<file path="src/rtl/mem_stage.sv">
// Memory-access pipeline stage: load byte/half extraction, SRAM read-data hold
// across writeback stalls, forwarding/hazard info and the memory->writeback bus.
module mem_stage #(
  parameter int EXE_TO_MEM_BUS_WD = 160,
  parameter int MEM_TO_WB_BUS_WD  = 152
) (
  input  logic                         clk,
  input  logic                         reset,
  input  logic                         exe_to_mem_valid,
  input  logic [EXE_TO_MEM_BUS_WD-1:0] exe_to_mem_bus,
  output logic                         mem_allowin,
  input  logic [31:0]                  data_sram_rdata,
  input  logic                         wb_allowin,
  input  logic                         wb_ex,
  output logic                         mem_to_wb_valid,
  output logic [MEM_TO_WB_BUS_WD-1:0]  mem_to_wb_bus,
  output logic                         gr_we_mem,
  output logic [4:0]                   dest_mem,
  output logic [31:0]                  forward_data_mem,
  output logic                         mem_csr_re,
  output logic                         mem_ex
);

  typedef enum logic {LIVE = 1'b0, HELD = 1'b1} hold_state_t;

  logic                         mem_valid_reg;
  logic [EXE_TO_MEM_BUS_WD-1:0] bus_reg;
  hold_state_t                  hold_state_reg, hold_state_next;
  logic [31:0]                  rdata_buf_reg, rdata_buf_next;

  logic        capture;
  logic [81:0] csr_to_ertn;
  logic        ld_b, ld_bu, ld_h, ld_hu, load_op, gr_we;
  logic [4:0]  dest;
  logic [31:0] alu_result, pc;
  logic [31:0] rdata_eff, load_data, final_result;
  logic [7:0]  byte_lane [4];
  logic [7:0]  load_byte;
  logic [15:0] load_half;
  logic        unused_fields;

  // ready_go is always 1: the stage only waits on writeback
  assign mem_allowin     = ~mem_valid_reg | (wb_allowin & ~wb_ex);
  assign mem_to_wb_valid = mem_valid_reg & ~wb_ex;
  assign capture         = exe_to_mem_valid & mem_allowin & ~wb_ex;

  always_ff @(posedge clk) begin
    if (reset) begin
      mem_valid_reg <= 1'b0;
      bus_reg       <= '0;
    end else begin
      if (wb_ex)
        mem_valid_reg <= 1'b0;
      else if (mem_allowin)
        mem_valid_reg <= exe_to_mem_valid;
      if (capture)
        bus_reg <= exe_to_mem_bus;
    end
  end

  // The SRAM only presents read data for one cycle, so grab it on the first stall cycle.
  always_ff @(posedge clk) begin
    if (reset) begin
      hold_state_reg <= LIVE;
      rdata_buf_reg  <= '0;
    end else begin
      hold_state_reg <= hold_state_next;
      rdata_buf_reg  <= rdata_buf_next;
    end
  end

  always_comb begin
    hold_state_next = hold_state_reg;
    rdata_buf_next  = rdata_buf_reg;
    case (hold_state_reg)
      LIVE: begin
        if (capture) begin
          hold_state_next = LIVE;
        end else if (mem_valid_reg && !wb_allowin) begin
          hold_state_next = HELD;
          rdata_buf_next  = data_sram_rdata;
        end
      end
      HELD: begin
        if (capture)
          hold_state_next = LIVE;
      end
      default: hold_state_next = LIVE;
    endcase
  end

  assign rdata_eff = (hold_state_reg == HELD) ? rdata_buf_reg : data_sram_rdata;

  assign csr_to_ertn = bus_reg[159:78];
  assign ld_b        = bus_reg[77];
  assign ld_bu       = bus_reg[76];
  assign ld_h        = bus_reg[75];
  assign ld_hu       = bus_reg[74];
  assign load_op     = bus_reg[70];
  assign gr_we       = bus_reg[69];
  assign dest        = bus_reg[68:64];
  assign alu_result  = bus_reg[63:32];
  assign pc          = bus_reg[31:0];
  // ld_w and the no-flag load both return the full word; signed/lu12i are not needed here
  assign unused_fields = ^bus_reg[73:71];

  for (genvar gi = 0; gi < 4; gi++) begin : g_byte_lane
    assign byte_lane[gi] = rdata_eff[8*gi +: 8];
  end

  assign load_byte = byte_lane[alu_result[1:0]];
  assign load_half = alu_result[1] ? rdata_eff[31:16] : rdata_eff[15:0];

  always_comb begin
    load_data = rdata_eff;
    if (ld_b)
      load_data = {{24{load_byte[7]}}, load_byte};
    else if (ld_bu)
      load_data = {24'h0, load_byte};
    else if (ld_h)
      load_data = {{16{load_half[15]}}, load_half};
    else if (ld_hu)
      load_data = {16'h0, load_half};
  end

  assign final_result = load_op ? load_data : alu_result;

  assign mem_to_wb_bus    = mem_valid_reg ? {csr_to_ertn, gr_we, dest, final_result, pc} : '0;
  assign gr_we_mem        = mem_valid_reg & gr_we;
  assign dest_mem         = mem_valid_reg ? dest : 5'd0;
  assign forward_data_mem = mem_valid_reg ? final_result : 32'd0;
  assign mem_csr_re       = mem_valid_reg & bus_reg[159];
  assign mem_ex           = mem_valid_reg & bus_reg[79];

endmodule

</file>
<file path="config.mk">
export PLATFORM = sky130hd
export DESIGN_NAME = mem_stage
export DESIGN_NICKNAME = d
export VERILOG_FILES = /design/src/rtl/mem_stage.sv
export SDC_FILE = /design/constraint.sdc
export NUM_CORES = 1
export LEC_CHECK = 0
export BUFFER_PORTS_ARGS = -buffer_cell sky130_fd_sc_hd__buf_4
export CAP_MARGIN = 10
export CORE_ASPECT_RATIO = 1.25
export CORE_MARGIN = 4
export CORE_UTILIZATION = 42
export CTS_BUF_LIST = sky130_fd_sc_hd__clkbuf_16
export DETAILED_ROUTE_END_ITERATION = 16
export PLACE_DENSITY = 0.82
export SYNTH_ARGS = -nofsm -noshare
export SYNTH_HDL_FRONTEND = slang
export SYNTH_SLANG_ARGS = --single-unit
export TNS_END_PERCENT = 30
</file>
<file path="constraint.sdc">
create_clock -name clk -period 2.9 [get_ports clk]
set_input_delay 0.29 -clock clk [delete_from_list [all_inputs] [get_ports clk]]
set_output_delay 0.29 -clock clk [all_outputs]
set_load 0.01 [all_outputs]
</file>
==> results.ini <==
[run_status]
status = finished clean

[power_and_ir_drop]
vdd_drop_max_mv = 0.352
power_density_nw_per_um2 = 478
power_mw = 5.86
leakagePower_nw = 5.33

[route]
routed_wl_um = 30200
dr_total_vias = 9073
drc_errors = 0
dr.pass1.iters = 5
wl_per_cell_um = 17.0
antenna_left = 0
avgViaCountPerCell = 5.11
drt_iter0_markers = 564

[global_route]
grt_util_all_layers_pct = 24.4
grt.overflow.total = 0
grt_pass1_vias = 9010
grt_pass1_wl_um = 47000
grt_antenna_before_repair = 1
grt_max_degree = 144

[place]
post-place-ws_ns = 0.468
gp_congestion = 0.962
dp_hpwl_um = 22300
placed_cells_incl_taps = 1744
io_buffers = 387

[sta]
skew_ns = 0.0118
post-route-period-util_pct = 95.1
max_freq_mhz = 363
finalCriticalPeriod_ns = 2.76
worstMarginPinSlew_ns = 0.825
final-hold-violation-count = 0
setup_violations = 0
rsz0062_at_grt = false
worst_slack_ns = 0.143
relSlewSlack_pct = 45.0
slew_violations = 0
fin_setup_tns_ns = 0

[setup_path]
critPathKind = register to output pin
cp.arrival_ns = 2.47
path_max_fanout = 16
critPathRequiredTime_ns = 2.61
critPathLaunchType = register
cp-end-kind = output pin
r2r_setup_slack_ns = 0.59

[yosys]
yosysTopAreaCell = dfxtp_1
syn_avg_cell_area_um2 = 7.42
yosys_warnings = 0
yosys-top-cells-area = dfxtp_1 43%, nand2_1 17%, a21oi_1 12%
synth-edff-count = 0
synth_cell_type_count = 36
synthArstFlopShare_pct = 0
synth.net_count = 1394
synth_top_cell_area_share_pct = 43.0
ys.flop_type = dfxtp_1
synthCells = 1197
yosysSeqAreaShare_pct = 43.0
netlist_area_um2 = 8890
ys_ff_latch = 191

[clocking]
root_buffer = clkbuf_16
clk_pin_slew_ns = 0.07
cts_tree = built
cts_max_path_buffers = 2
clk_latency_ns = 0.43
clock_sinks = 191
cts_max_level = 4
numCtsBuffers = 17

[floorplan]
core-area_um2 = 20800
dieArea_um2 = 23600
fp.dieW_um = 138
io_pins = 391
rows = 59
die_h_um = 171
initial_utilization_pct = 42.7

[cells_and_area]
fillCellCount = 1907
stdcell_count = 1777
largest_reg_flops = 157
final_nets = 1687
final_cell_mix = 411 x nand2_1, 402 x buf_4, 206 x a21oi_1, 189 x dfxtp_1, 121 x and2_1
insertedDiodeCount = 0
area_delta_synth_final_pct = 37.9
layout_commonest_cell = nand2_1
layout-drive-gt1-share_pct = 31.1

[run]
cap_violations = 0

[worst_hold_path]
hp-class = primary input to register

path summary, 6_finish.rpt:
kind / start / end / cells after the start
min reg2reg: bus_reg[80]$_SDFFE_PP0P_ / bus_reg[80]$_SDFFE_PP0P_ / 2
max: hold_state_reg$_SDFF_PP0_ / mem_to_wb_bus[63] / 7
min: wb_ex / mem_valid_reg$_SDFFE_PP0N_ / 2
max reg2reg: mem_valid_reg$_SDFFE_PP0N_ / rdata_buf_reg[6]$_SDFFE_PP0P_ / 5
cell type report:
cell class / instances / area [µm²] / area share (%)
multi-input combinational: 863 / 4350 / 35.5
sequential: 191 / 3830 / 31.2
timing repair buffer: 408 / 3130 / 25.5
clock buffer: 17 / 425 / 3.47
tap: 274 / 343 / 2.80
clock inverter: 15 / 146 / 1.19
inverter: 9 / 33.8 / 0.276
logic make-up after synthesis:
logic type | share of synthesized area, %
buffers and inverters | 8.15
flip-flops | 43.0
AND/OR/NAND/NOR | 27.3
multiplexers | 4.76
AO/OA/AOI/OAI | 16.7
cell usage after synthesis (8+ instances only):
| library cell | instances |
|---|---|
| dfxtp_1 | 191 |
| o21ai_0 | 28 |
| inv_1 | 9 |
| mux2i_1 | 16 |
| mux2_2 | 16 |
| a21oi_1 | 206 |
| nand2_1 | 411 |
| a31oi_1 | 9 |
| buf_2 | 15 |
| and2_1 | 121 |
| buf_4 | 41 |
| o211ai_1 | 8 |
| clkbuf_1 | 72 |
| nor3_1 | 8 |
power by group:
| part | switching, mW | internal [mW] | total [mW] |
|---|---|---|---|
| clock network | 1.14 | 1.15 | 2.29 |
| registers | 0.0667 | 2.73 | 2.80 |
| logic | 0.406 | 0.367 | 0.773 |
| total | 1.61 | 4.25 | 5.86 |
through the flow:
| stage | hold slack, ns | util (%) | cell area (µm²) |
|---|---|---|---|
| after floorplan | 0.363 | - | 8890 |
| after global placement | 0.437 | 56.1 | 11700 |
| after detailed placement | 0.442 | 56.1 | 11700 |
| after CTS | 0.0601 | 58.8 | 12300 |
| after global routing | 0.0764 | 58.9 | 12300 |
| final | 0.0867 | 58.9 | 12300 |
per-layer routing:
layer,GRT usage [%],wire [µm]
met1,26.3,10800
met2,43.6,15400
met3,8.19,2750
met4,10.7,1160
met5,0,20
critical path: stages (launching register included):
cell      delay, ns
dfxtp_2        0.35
buf_4          0.26
mux4_2         0.34
mux2_4         0.31
a211oi_4       0.31
buf_4          0.21
a21oi_1        0.11
buf_4          0.16
what timing repair did:
action | CTS | global route
pin swaps | 1 | 1
hold buffers | 0 | 0
setup endpoints to repair | 2 | 16
gates resized for setup | 0 | 0
buffers inserted | 0 | 1
No activity file was read; power rests on OpenSTA's default activity.
